### src/rtl/uart_pkg.sv
// Shared constants and FSM state type for the parameterized UART receiver.
// The majority-vote sampling option is enabled by defining UART_RX_MAJORITY_EN.
package uart_pkg;

  localparam int PAR_NONE = 0;
  localparam int PAR_ODD  = 1;
  localparam int PAR_EVEN = 2;

  typedef enum logic [2:0] {
    ST_IDLE,
    ST_START,
    ST_DATA,
    ST_PARITY,
    ST_STOP,
    ST_WAIT_IDLE
  } rx_state_e;

  function automatic logic maj3(input logic a, input logic b, input logic c);
    return (a & b) | (a & c) | (b & c);
  endfunction

endpackage

### src/rtl/uart_rx_sync.sv
// Two-flop synchronizer for the asynchronous serial line; resets to the idle (high) level.
module uart_rx_sync (
  input  logic clk,
  input  logic resetn,
  input  logic d,
  output logic q
);

  logic [1:0] ff;

  always_ff @(posedge clk or negedge resetn) begin
    if (!resetn) ff <= 2'b11;
    else         ff <= {ff[0], d};
  end

  assign q = ff[1];

endmodule

### src/rtl/uart_rx_param.sv
// UART receiver: start-edge detect, mid-bit sampling, optional parity, 1/2 stop bits.
// Define UART_RX_MAJORITY_EN for 2-of-3 voting around the mid-bit point.
module uart_rx_param
  import uart_pkg::*;
#(
  parameter int CLKS_PER_BIT = 219,
  parameter int DATA_BITS    = 8,
  parameter int PARITY       = 0,
  parameter int STOP_BITS    = 1
) (
  input  logic                 clk,
  input  logic                 resetn,
  input  logic                 rx_data,
  output logic                 data_valid,
  output logic [DATA_BITS-1:0] data,
  output logic                 parity_err,
  output logic                 frame_err,
  output logic                 busy
);

  localparam int TW   = 16;
  localparam int HALF = CLKS_PER_BIT / 2;
`ifdef UART_RX_MAJORITY_EN
  localparam int DEC_CNT = HALF + 1;
`else
  localparam int DEC_CNT = HALF;
`endif

  logic                 rxs, rxs_d;
  rx_state_e            state;
  logic [TW-1:0]        timer;
  logic [3:0]           bit_idx;
  logic                 stop_idx;
  logic [DATA_BITS-1:0] shreg;
  logic                 par_acc, perr_acc, ferr_acc;
  logic                 at_dec, bit_val;

  uart_rx_sync u_sync (
    .clk    (clk),
    .resetn (resetn),
    .d      (rx_data),
    .q      (rxs)
  );

  assign at_dec = (timer == TW'(DEC_CNT));

`ifdef UART_RX_MAJORITY_EN
  logic s_early, s_mid;
  // Third vote is the live sample, so the decision lands on the third sample cycle.
  assign bit_val = maj3(s_early, s_mid, rxs);
`else
  assign bit_val = rxs;
`endif

  assign busy = (state != ST_IDLE);

  always_ff @(posedge clk or negedge resetn) begin
    if (!resetn) begin
      state      <= ST_IDLE;
      rxs_d      <= 1'b1;
      timer      <= '0;
      bit_idx    <= '0;
      stop_idx   <= 1'b0;
      shreg      <= '0;
      par_acc    <= 1'b0;
      perr_acc   <= 1'b0;
      ferr_acc   <= 1'b0;
      data       <= '0;
      data_valid <= 1'b0;
      parity_err <= 1'b0;
      frame_err  <= 1'b0;
`ifdef UART_RX_MAJORITY_EN
      s_early    <= 1'b1;
      s_mid      <= 1'b1;
`endif
    end else begin
      rxs_d      <= rxs;
      data_valid <= 1'b0;
      // Timer free-runs modulo one bit period, so every later sample stays mid-bit.
      if (state != ST_IDLE)
        timer <= (timer == TW'(CLKS_PER_BIT - 1)) ? '0 : timer + 1'b1;
`ifdef UART_RX_MAJORITY_EN
      if (timer == TW'(HALF - 1)) s_early <= rxs;
      if (timer == TW'(HALF))     s_mid   <= rxs;
`endif
      case (state)
        ST_IDLE: begin
          if (rxs_d && !rxs) begin
            state <= ST_START;
            timer <= '0;
          end
        end
        ST_START: begin
          if (at_dec) begin
            if (bit_val) begin
              state <= ST_IDLE;
            end else begin
              state    <= ST_DATA;
              bit_idx  <= '0;
              par_acc  <= 1'b0;
              perr_acc <= 1'b0;
              ferr_acc <= 1'b0;
            end
          end
        end
        ST_DATA: begin
          if (at_dec) begin
            shreg   <= {bit_val, shreg[DATA_BITS-1:1]};
            par_acc <= par_acc ^ bit_val;
            if (bit_idx == 4'(DATA_BITS - 1)) begin
              bit_idx  <= '0;
              stop_idx <= 1'b0;
              state    <= (PARITY == PAR_NONE) ? ST_STOP : ST_PARITY;
            end else begin
              bit_idx <= bit_idx + 1'b1;
            end
          end
        end
        ST_PARITY: begin
          if (at_dec) begin
            perr_acc <= (PARITY == PAR_ODD) ? ~(par_acc ^ bit_val) : (par_acc ^ bit_val);
            state    <= ST_STOP;
          end
        end
        ST_STOP: begin
          if (at_dec) begin
            if (stop_idx == 1'(STOP_BITS - 1)) begin
              data       <= shreg;
              parity_err <= perr_acc;
              frame_err  <= ferr_acc | ~bit_val;
              data_valid <= 1'b1;
              // A low stop bit may be a break: wait for the line to return high.
              state      <= (ferr_acc | ~bit_val) ? ST_WAIT_IDLE : ST_IDLE;
            end else begin
              ferr_acc <= ~bit_val;
              stop_idx <= 1'b1;
            end
          end
        end
        ST_WAIT_IDLE: begin
          if (rxs) state <= ST_IDLE;
        end
        default: state <= ST_IDLE;
      endcase
    end
  end

endmodule

### config.mk
export PLATFORM = sky130hd
export DESIGN_NAME = uart_rx_param
export DESIGN_NICKNAME = d
export VERILOG_FILES = /design/src/rtl/uart_pkg.sv /design/src/rtl/uart_rx_sync.sv /design/src/rtl/uart_rx_param.sv
export SDC_FILE = /design/constraint.sdc
export NUM_CORES = 1
export LEC_CHECK = 0
export CORE_ASPECT_RATIO = 2
export CORE_UTILIZATION = 30
export CTS_CLUSTER_SIZE = 25
export DETAILED_ROUTE_END_ITERATION = 6
export PLACE_DENSITY = 0.52
export SYNTH_ARGS = -nofsm -noshare
export SYNTH_HDL_FRONTEND = slang
export SYNTH_SLANG_ARGS = --single-unit
### constraint.sdc
create_clock -name clk -period 3.8 [get_ports clk]
set_input_delay 0.38 -clock clk [delete_from_list [all_inputs] [get_ports clk]]
set_output_delay 0.38 -clock clk [all_outputs]
set_load 0.02 [all_outputs]
## After elaboration in Yosys (flattened, before gate mapping)

Cells that the tools add are included.

| storage, ports and cells | value |
|---|---|
| memories | 0 |
| bits in writable memories | 0 |
| bits in latches | 0 |
| ROM bits | 0 |
| input bits | 3 |
| word-level logic and storage cells | 89 |
| bits in registers | 49 |
| output and inout port bits | 12 |

| operators by class | value |
|---|---|
| bitwise gates (word level) | 4 |
| multiplexer cells | 36 |
| equal/unequal tests | 18 |
| divide/modulo/power cells | 0 |
| $lt $le $gt $ge | 0 |
| reduce and logical (&&, ||, !) cells | 15 |
| add/sub/neg operators | 2 |
| $mul | 0 |
| shifts and indexed selects | 0 |

Operator list:

| kind | number |
|---|---|
| $mux W16 | 4 |
| $mux W3 | 9 |
| $ne A2 B2 Y1 const B | 9 |
| $pmux W3 S6 | 1 |
| $add A16 B1 Y16 const B | 1 |
| $eq A16 B7 Y1 const B | 1 |
| $eq A16 B8 Y1 const B | 1 |
| $mux W4 | 4 |
| $mux W1 | 12 |
| $reduce_and A4 Y1 | 3 |
| $pmux W1 S2 | 4 |
| $pmux W4 S2 | 1 |
| $reduce_and A8 Y1 | 1 |
| $reduce_bool A2 Y1 | 4 |
| $eq A3 B2 Y1 const B | 2 |
| $eq A3 B3 Y1 const B | 2 |
| $reduce_and A5 Y1 | 1 |
| $add A4 B1 Y4 const B | 1 |
| $eq A4 B3 Y1 const B | 1 |
| $eq A3 B1 Y1 const B | 1 |
| $logic_not A3 Y1 | 1 |
| $reduce_and A3 Y1 | 1 |
| $reduce_bool A3 Y1 | 1 |
| $mux W2 | 1 |
| other kinds (7) | 8 |

## Depth between registers and ports, before layout

Gate-level depths: netlist of run 1.

| logic depth | value |
|---|---|
| depth in word-level cells | 6 |
| gate-level depth with buffers | 9 |

## Modules after synthesis

A second synthesis of run 1 with hierarchy kept.

| second synthesis, totals | value |
|---|---|
| cells, all modules | 260 |
| area total of the unflattened synthesis | 2329.7 um^2 |

Modules (own cells, without submodules):

| module | seq. area each (um^2) | instances | cells each | area an instance (um^2) |
|---|---|---|---|---|
| uart_rx_param | 1152.4 | 1 | 258 | 2277.2 |
| uart_rx_sync | 52.6 | 1 | 2 | 52.6 |

## Worst setup path before layout of run 1

OpenSTA, ideal clock, no wires.

| timing | value |
|---|---|
| kind | reg2reg |
| start point | register timer[9] |
| end point | register shreg[7] |
| clock period less this slack | 2.043 ns |
| path slack | 1.757 ns |
| path buffers | 1 |
| data arrival time | 1.918 ns |
| setup time | 0.125 ns |
| cell stages (with the launch flop) | 6 |
| path through | dfrtp_1 or4_4 nor4_4 buf_6 nand2_8 mux2_4 |

| between the ends | value |
|---|---|
| word-level cells in the longest chain between the ends | 2 |

RTL lines:

| element | line | text |
|---|---|---|
| from (decl) | uart_rx_param.sv:31 | `logic [TW-1:0] timer;` |
| from (signal assigned) | uart_rx_param.sv:81 | `timer <= (timer == TW'(CLKS_PER_BIT - 1)) ? '0 : timer + 1'b1;` |
| $eq A16 B7 Y1 | uart_rx_param.sv:45 | `assign at_dec = (timer == TW'(DEC_CNT));` |
| $reduce_and A2 Y1 (no source line) | n/a |  |
| to (signal assigned) | uart_rx_param.sv:108 | `shreg <= {bit_val, shreg[DATA_BITS-1:1]};` |
| to (decl) | uart_rx_param.sv:34 | `logic [DATA_BITS-1:0] shreg;` |

No other way between the ends.
A chain may end at the register's enable or synchronous reset.

## Final worst setup path of run 1

| timing | value |
|---|---|
| start point | register state[0] |
| end point | output busy |

| between the ends | value |
|---|---|
| word-level cells in the longest chain between the ends | 1 |

RTL lines:

| element | line | text |
|---|---|---|
| from (decl) | uart_rx_param.sv:30 | `rx_state_e state;` |
| from (signal assigned) | uart_rx_param.sv:113 | `state <= (PARITY == PAR_NONE) ? ST_STOP : ST_PARITY;` |
| from (signal assigned) | uart_rx_param.sv:133 | `state <= (ferr_acc \| ~bit_val) ? ST_WAIT_IDLE : ST_IDLE;` |
| $reduce_bool A3 Y1 | uart_rx_param.sv:55 | `assign busy = (state != ST_IDLE);` |
| to (decl) | uart_rx_param.sv:18 | `output logic busy` |

No other way between the ends.

==> flow_metrics.py, run 1 <==
metrics = {
    "status": {
        "run_status": "completed",
    },
    "clocking": {
        "cts_resized": 0,
        "ctsLongestPathBuffers": 2,
        "hold_buffers": 0,
        "post-cts-setup-buffers": 0,
        "cts.reportedPaths.clkPinSlew_ns": 0.06,
        "numClockSinks": 48,
        "cts_tree": "done",
        "clkLatencyLatePin_ns": 0.29,
        "cts_made_buffers": 5,
        "cts_root_buffer": "clkbuf_16",
        "htree_levels": 2,
    },
    "placed_design": {
        "port_buffers": 14,
        "gp_congestion": 0.757,
        "place_hpwl_mm": 3.36,
        "post-place-cells": 315,
        "dpl-instance-area_sq_mm": 0.00262,
    },
    "worst_setup_path": {
        "slowest_stage": "nor3_1",
        "cp.arrival_ns": 2.11,
        "cp_cell_sequence": "nor3_1, inv_1, clkdlybuf4s50_1",
        "critical_path_peak_fanout": 8,
        "rrSetupSlack_ns": 1.35,
        "cp_data_required_time_ns": 3.42,
        "worst_setup_path_end_kind": "output pin",
        "crit_type": "reg -> out",
        "rr_endpoint": "data[6]",
        "timing.rr.start": "timer[9]",
        "worst_setup_path_start_kind": "flip-flop",
        "r2r_cells": 5,
        "crit_path_max_incr_delay_ns": 0.63,
    },
    "flow_run": {
        "cap_violations": 0,
    },
    "floorplan": {
        "num_rows": 45,
        "die_h_um": 129,
        "die_area_sq_mm": 0.00842,
        "ios": 15,
        "chipWidth_um": 65.4,
        "coreArea_sq_mm": 0.00766,
        "start_util_pct": 31.5,
    },
    "global_route": {
        "gr-total-overflow": 0,
        "antenna_found_initial": 0,
        "grt_pass1_vias": 1663,
        "grt_pass1_wl_mm": 8.33,
        "grt_usage_pct": 13.1,
        "grt_max_degree": 49,
    },
    "final_layout": {
        "final_cells": 323,
        "nets": 235,
        "final_common_cell": "dfrtp_1",
        "fin_area_sq_mm": 0.00276,
        "fillers": 795,
        "multi_input_area_sq_mm": 0.00112,
        "seq_area_sq_mm": 0.00120,
        "syn2layout_area_growth_pct": 14.5,
        "drive_gt1_share_pct": 18.3,
        "most-common-layout-cells": "45 x dfrtp_1, 16 x nand2_1, 15 x o21ai_0, 15 x mux2_4, 13 x clkdlybuf4s50_1",
        "antenna_cells": 0,
    },
    "timing": {
        "fmax_ghz": 0.402,
        "fin_tns_setup_ns": 0,
        "worst_slew_pin_slew_ns": 0.709,
        "report.final.setup_viol": 0,
        "period_share_pct": 65.5,
        "grt_setup_unrepaired": "no",
        "hold_viol_final": 0,
        "slew_headroom_pct": 52.4,
        "finClkSkew_ns": 0.00809,
        "slew_violations": 0,
        "layout_min_cycle_time_ns": 2.49,
    },
    "yosys": {
        "synth_flop_cell": "dfrtp_1",
        "syn_nets": 221,
        "synth_area_sq_mm": 0.00241,
        "avgSynthCellArea_sq_um": 11.3,
        "ys_seq_area_share_pct": 50.0,
        "synth_edf_count": 0,
        "ys_warn_count": 0,
        "async_flop_share_pct": 100,
        "ys_seq_elements": 48,
        "synthCells": 214,
        "synthDistinctLibCells": 52,
    },
    "power": {
        "vdd_ir_drop_max_uv": 307,
        "cellPowerDensity_mw_per_mm2": 451,
        "leakagePower_uw": 0.00126,
    },
    "route": {
        "antenna_left": 0,
        "finalWirelength_mm": 4.74,
        "wl_per_cell_um": 14.7,
        "drtPass1Iterations": 4,
        "viasPerCell": 4.99,
        "vias": 1611,
        "drt_iter0_markers": 71,
        "remaining_drc_errors": 0,
    },
    "worst_hold_path": {
        "hold_class": "in -> async",
    },
}
==> cells by family after synthesis <==
family                     Yosys count  share of synthesized area, %
and+or+nand+nor                     77                          20.1
AOI/OAI and AO/OA                   48                          12.3
buffers and inverters               16                          3.69
muxes                               18                          10.7
DFF                                 48                          50.0
xor gates and xnor gates             3                          1.09
adders and majority gates            4                          2.08
==> worst max path at each step <==
stage,end,startpoint,cells past startpoint
2_1_floorplan,shreg[7],timer[9],5
3_3_place_gp,data[6],timer[9],5
3_5_place_dp,data[6],timer[9],5
4_1_cts,busy,state[0],3
5_1_grt,busy,state[0],3
6_report,busy,state[0],3
==> power by group <==
| part | switching, uW | internal, uW | total, uW |
|---|---|---|---|
| sequential | 55.9 | 546 | 602 |
| combinational | 123 | 81.7 | 205 |
| clock | 195 | 243 | 438 |
==> registers in the layout, indices dropped and copies added (netlist names) <==
| signal | flops |
|---|---|
| data_valid | 1 |
| frame_err | 1 |
| state | 3 |
| timer | 16 |
| u_sync.ff | 2 |
| perr_acc | 1 |
| rxs_d | 1 |
| shreg | 8 |
| par_acc | 1 |
| parity_err | 1 |
| data | 8 |
| bit_idx | 4 |
| ferr_acc | 1 |
==> per-stage QoR <==
| step | hold WS (ns) | worst slack (ns) | power (uW) | util [%] |
|---|---|---|---|---|
| after global placement | 0.346 | 1.35 | 821 | 34.2 |
| final | 0.179 | 1.31 | 1240 | 36.0 |
| after CTS | 0.209 | 1.28 | 1260 | 36.0 |
| after floorplan | 0.0844 | 1.76 | 760 | - |
| after global routing | 0.256 | 1.19 | 1320 | 36.0 |
| after detailed placement | 0.349 | 1.35 | 820 | 34.2 |
==> metal layers <==
layer | global-route usage, % | up-vias | part of all wire (%)
met1 | 14.0 | 790 | 40
met5 | 0 | - | 0
met3 | 1.86 | 7 | 1.5
met4 | 8.31 | 0 | 3.1
met2 | 23.5 | 15 | 56
li1 | - | 799 | -
==> area by class of cell <==
cell class	instances	area share (%)
sequential	48	43.7
clock inverter	3	0.680
multi-input combinational	150	40.5
timing repair buffer	16	5.44
inverter	7	0.952
clock buffer	5	4.54
tap	94	4.26
==> synthesized netlist by cell type (2+ instances only) <==
library cell	n	area, sq um
a31oi_1	4	25.0
nand2_1	16	60.1
buf_6	3	33.8
or3_1	3	18.8
a21oi_1	6	30.0
xor2_1	3	26.3
nor3_1	6	30.0
nor4b_1	2	17.5
nor3b_2	2	25.0
nor2_1	9	33.8
nand3b_1	2	15.0
inv_1	7	26.3
or3b_2	2	17.5
dfrtp_1	45	1130
nor2b_1	3	18.8
nand4_1	6	37.5
o31ai_1	2	15.0
and2_1	2	12.5
nand2b_1	2	12.5
or4_4	2	22.5
nand3_2	2	20.0
dfstp_2	3	78.8
nand3_1	7	35.0
a21o_1	5	37.5
nor3b_1	2	15.0
o21ai_1	5	25.0
and3_1	3	18.8
o21ai_0	15	75.1
buf_2	2	10.0
o21a_1	2	15.0
mux2_4	15	225
clkbuf_1	3	11.3
ha_1	4	50.1
==> worst max-delay path, delay by kind of cell, from the launching register on <==
family | cells | cell delay (ns)
AND/OR/NAND/NOR | 1 | 0.63
flip-flops | 1 | 0.48
buffers and inverters | 2 | 0.71
Note: power is estimated with default switching activity, not from simulation.
==> run 2, diff against run 1 <==
clock period = 2.6 ns   (was 3.8 ns; I/O delays follow)
==> run 2 against run 1 <==
Effect of this change:
- power is 59% higher
- clock-buffer cell count grew 1
- worst setup slack lost 1.0 ns
- clock power grew 74%
- hold slack improved by 0.18 ns
- critical path depth grew 3
- via count grew 3.6%
- combinational power grew 60%
- flip-flop and latch count did not move
- cell area increased by 2.9%
- first-iteration DRC count shrank 35%
- critical endpoint is now bit_idx[3]
==> flow_metrics.py, run 2 (same netlist as run 1, synthesis figures left out) <==
metrics = {
    "status": {
        "run_status": "completed",
    },
    "route": {
        "antenna_left": 0,
        "finalWirelength_mm": 4.95,
        "remaining_drc_errors": 0,
        "viasPerCell": 5.07,
        "drt_iter0_markers": 46,
        "vias": 1669,
        "wl_per_cell_um": 15.0,
        "drtPass1Iterations": 4,
    },
    "power": {
        "vdd_ir_drop_max_uv": 479,
        "cellPowerDensity_mw_per_mm2": 695,
        "total_power_uw": 1970,
        "leakagePower_uw": 0.00130,
    },
    "global_route": {
        "antenna_found_initial": 0,
        "gr-total-overflow": 0,
        "grt_pass1_wl_mm": 8.50,
        "grt_pass1_vias": 1773,
        "grt_usage_pct": 13.3,
        "grt_max_degree": 33,
    },
    "floorplan": {
        "coreArea_sq_mm": 0.00766,
        "die_h_um": 129,
        "start_util_pct": 31.5,
        "chipWidth_um": 65.4,
        "ios": 15,
        "die_area_sq_mm": 0.00842,
        "num_rows": 45,
    },
    "final_layout": {
        "largest_register_ffs": 16,
        "final_common_cell": "dfrtp_1",
        "antenna_cells": 0,
        "nets": 241,
        "fin_area_sq_mm": 0.00284,
        "most-common-layout-cells": "45 x dfrtp_1, 16 x nand2_1, 15 x o21ai_0, 15 x mux2_4, 13 x clkdlybuf4s50_1",
        "syn2layout_area_growth_pct": 17.9,
        "regMostFlops": "timer",
        "drive_gt1_share_pct": 20.0,
        "top_regs": "timer x16, data x8, shreg x8",
        "fillers": 816,
    },
    "placed_design": {
        "port_buffers": 14,
        "gp_congestion": 0.774,
        "dp_slack_ns": 0.271,
        "place_hpwl_mm": 3.55,
        "dpl-instance-area_sq_mm": 0.00265,
    },
    "clocking": {
        "hold_buffers": 1,
        "ctsLongestPathBuffers": 2,
        "numClockSinks": 48,
        "htree_levels": 2,
        "cts_root_buffer": "clkbuf_16",
        "cts_resized": 0,
        "cts_tree": "done",
        "post-cts-setup-buffers": 0,
        "clkLatencyLatePin_ns": 0.29,
        "cts_made_buffers": 5,
        "cts.reportedPaths.clkPinSlew_ns": 0.07,
    },
    "timing": {
        "fmax_ghz": 0.431,
        "hold_viol_final": 0,
        "slew_headroom_pct": 61.9,
        "report.final.setup_viol": 0,
        "finClkSkew_ns": 0.00935,
        "layout_min_cycle_time_ns": 2.32,
        "slew_violations": 0,
        "fin_tns_setup_ns": 0,
        "grt_setup_unrepaired": "no",
        "worst_slew_pin_slew_ns": 0.566,
        "finalWorstSetupSlack_ns": 0.277,
        "period_share_pct": 89.3,
    },
    "worst_setup_path": {
        "worst_setup_path_end_kind": "flip-flop",
        "crit_path_max_incr_delay_ns": 0.57,
        "slowest_stage": "or4_4",
        "cp_data_required_time_ns": 2.78,
        "cp.arrival_ns": 2.51,
        "crit_type": "reg -> reg",
        "crit_buf_inv": 1,
        "critical_path_peak_fanout": 11,
        "worst_setup_path_start_kind": "flip-flop",
        "cp_cell_sequence": "or4_4, nor4_4, buf_4, o21ai_2, or2_0, o31ai_1",
        "critical-path-top-delay-family": "simple AND/OR/NAND/NOR gates",
    },
    "flow_run": {
        "cap_violations": 0,
    },
    "worst_hold_path": {
        "hold_class": "reg -> reg",
    },
}
==> run 2: worst paths after layout <==
| path | from | end | slack, ns | cells past startpoint |
|---|---|---|---|---|
| min in group asynchronous | resetn | data[5] | 0.42 | 2 |
| max reg2reg | timer[9] | bit_idx[3] | 0.28 | 6 |
| max | timer[9] | bit_idx[3] | 0.28 | 6 |
| min reg2reg | u_sync.ff[0] | u_sync.ff[1] | 0.36 | 0 |
| min | u_sync.ff[0] | u_sync.ff[1] | 0.36 | 0 |
| max in group asynchronous | resetn | rxs_d | 1.38 | 3 |
==> run 2: final cells by class <==
class / count / area [sq um] / area share, %
sequential: 48 / 1200 / 42.4
multi-input combinational: 150 / 1120 / 39.3
timing repair buffer: 22 / 198 / 6.96
clock buffer: 6 / 139 / 4.89
tap: 94 / 118 / 4.14
clock inverter: 2 / 38.8 / 1.37
inverter: 7 / 26.3 / 0.925
==> run 2: report_power, final <==
group / switching, uW / internal, uW / total [uW] / leakage (uW)
Sequential: 84.2 / 798 / 883 / 0.000648
Combinational: 186 / 142 / 329 / 0.000569
Clock: 281 / 482 / 763 / 0.0000871
Total: 551 / 1420 / 1970 / 0.00130
==> run 2: routing by layer <==
| layer | track usage, % | routed length (um) |
|---|---|---|
| met2 | 24.4 | 2790 |
| met1 | 13.7 | 1900 |
| met4 | 7.93 | 173 |
| met5 | 0 | 0 |
| met3 | 1.95 | 87 |
==> run 2: metrics by stage <==
step | instances | hold WS, ns | util (%)
2_1_floorplan | 214 | -0.0356 | -
3_3_place_gp | 320 | 0.205 | 34.6
3_5_place_dp | 320 | 0.204 | 34.6
4_1_cts | 329 | 0.358 | 37.1
5_1_grt | 329 | 0.364 | 37.1
6_report | 329 | 0.358 | 37.1
==> run 3, diff against run 2 <==
CORE_UTILIZATION = 50   (was 30)
PLACE_DENSITY = 0.75   (was 0.52)
==> run 3 against run 2 <==
Effect of this change:
- global-route usage up 7.2 points
- hold slack better by 0.0032 ns
- cell area down 4.6%
- register-to-register slack about the same
- non-clock buffer count unchanged
- power down 15%
- clock-buffer cell count up 1
- utilization up 22 points
- flip-flop and latch count unchanged
- critical path type unchanged
==> flow_metrics.py, run 3 (same netlist as run 1, synthesis figures left out) <==
metrics = {
    "status": {
        "run_status": "completed",
    },
    "power": {
        "vdd_ir_drop_max_uv": 579,
        "leakagePower_uw": 0.00127,
        "cellPowerDensity_mw_per_mm2": 616,
    },
    "route": {
        "viasPerCell": 5.82,
        "finalWirelength_mm": 4.62,
        "wl_per_cell_um": 15.9,
        "antenna_left": 0,
        "vias": 1688,
        "drt_iter0_markers": 43,
        "remaining_drc_errors": 0,
        "drtPass1Iterations": 4,
    },
    "floorplan": {
        "die_area_sq_mm": 0.00512,
        "chipWidth_um": 51.1,
        "num_rows": 35,
        "coreArea_sq_mm": 0.00460,
        "start_util_pct": 52.4,
        "die_h_um": 100,
        "ios": 15,
    },
    "timing": {
        "fin_tns_setup_ns": 0,
        "hold_viol_final": 0,
        "report.final.setup_viol": 0,
        "layout_min_cycle_time_ns": 2.34,
        "period_share_pct": 89.8,
        "hold_ws_ns": 0.361,
        "grt_setup_unrepaired": "no",
        "slew_headroom_pct": 57.9,
        "fmax_ghz": 0.428,
        "slew_violations": 0,
        "finClkSkew_ns": 0.00849,
        "worst_slew_pin_slew_ns": 0.629,
    },
    "worst_setup_path": {
        "r2r_cells": 6,
        "cp.arrival_ns": 2.53,
        "worst_setup_path_end_kind": "flip-flop",
        "worst_setup_path_start_kind": "flip-flop",
        "critical_path_peak_fanout": 15,
        "crit_type": "reg -> reg",
        "cp_data_required_time_ns": 2.79,
    },
    "placed_design": {
        "place_hpwl_mm": 3.28,
        "post-place-cells": 281,
        "gp_congestion": 0.845,
        "port_buffers": 14,
    },
    "final_layout": {
        "syn2layout_area_growth_pct": 12.4,
        "regMostFlops": "timer",
        "final_cells": 290,
        "most-common-layout-cells": "45 x dfrtp_1, 16 x nand2_1, 15 x o21ai_0, 15 x mux2_4, 13 x clkdlybuf4s50_1",
        "largest_register_ffs": 16,
        "antenna_cells": 0,
        "drive_gt1_share_pct": 19.6,
        "final_common_cell": "dfrtp_1",
        "top_regs": "timer x16, data x8, shreg x8",
        "nets": 241,
    },
    "clocking": {
        "htree_levels": 2,
        "post-cts-setup-buffers": 0,
        "cts_tree": "done",
        "cts_resized": 0,
        "clkLatencyLatePin_ns": 0.30,
        "numClockSinks": 48,
        "cts.reportedPaths.clkPinSlew_ns": 0.09,
        "cts_root_buffer": "clkbuf_8",
        "cts_made_buffers": 5,
        "ctsLongestPathBuffers": 2,
    },
    "global_route": {
        "antenna_found_initial": 0,
        "gr-total-overflow": 0,
        "grt_usage_pct": 20.5,
        "grt_pass1_vias": 1681,
        "grt_pass1_wl_mm": 7.78,
        "grt_max_degree": 33,
    },
    "worst_hold_path": {
        "hold_depth": 1,
        "hold_class": "in -> reg",
    },
    "flow_run": {
        "cap_violations": 0,
    },
}
run 3: path summary, 6_finish.rpt:
path | start | endpoint | slack [ns]
setup / recovery | timer[9] | timer[2] | 0.26
hold reg to reg | u_sync.ff[0] | u_sync.ff[1] | 0.36
min in group asynchronous | resetn | timer[2] | 0.40
hold / removal | rx_data | u_sync.ff[0] | 0.36
max in group asynchronous | resetn | u_sync.ff[0] | 1.42
setup reg to reg | timer[9] | timer[2] | 0.26
run 3: report_power, final:
group | total, uW | switching, uW | internal (uW)
registers | 882 | 84.9 | 797
clock network | 470 | 251 | 218
logic | 317 | 182 | 135
total | 1670 | 518 | 1150
run 3: stage by stage:
step	setup slack [ns]	cell area, sq um	utilization, %	total power (uW)
CTS	0.262	2710	58.9	1690
global route	0.0841	2710	58.9	1760
finish	0.264	2710	58.9	1670
floorplan	0.557	2410	-	1110
detailed placement	0.273	2600	56.6	1220
global placement	0.323	2600	56.6	1210
run 3: per-layer routing:
layer | global-route usage [%] | up-vias | wire length (um)
li1 | - | 810 | -
met1 | 23.6 | 833 | 1870
met2 | 35.2 | 35 | 2520
met3 | 4.24 | 10 | 124
met4 | 9.62 | 0 | 106
met5 | 0 | - | 0
run 3: critical path, stage by stage (launching register included):
cell,delay (ns)
dfrtp_1,0.43
or4_4,0.58
nor4_2,0.40
or2_1,0.46
buf_4,0.20
o21a_1,0.10
mux2i_1,0.06
run 3: timing repair:
action                                  in CTS  in global routing
hold buffers                                 1                  0
endpoints found under the hold margin       16                  0
endpoints found under the setup margin       0                  0
run 3: layout make-up:
type | instances | area [sq um]
Inverter | 7 | 26.3
Multi-Input combinational cell | 150 | 1120
Clock buffer | 7 | 86.3
Tap cell | 55 | 68.8
Fill cell | 392 | 1890
Clock inverter | 1 | 8.76
Sequential cell | 48 | 1200
Timing Repair Buffer | 22 | 198
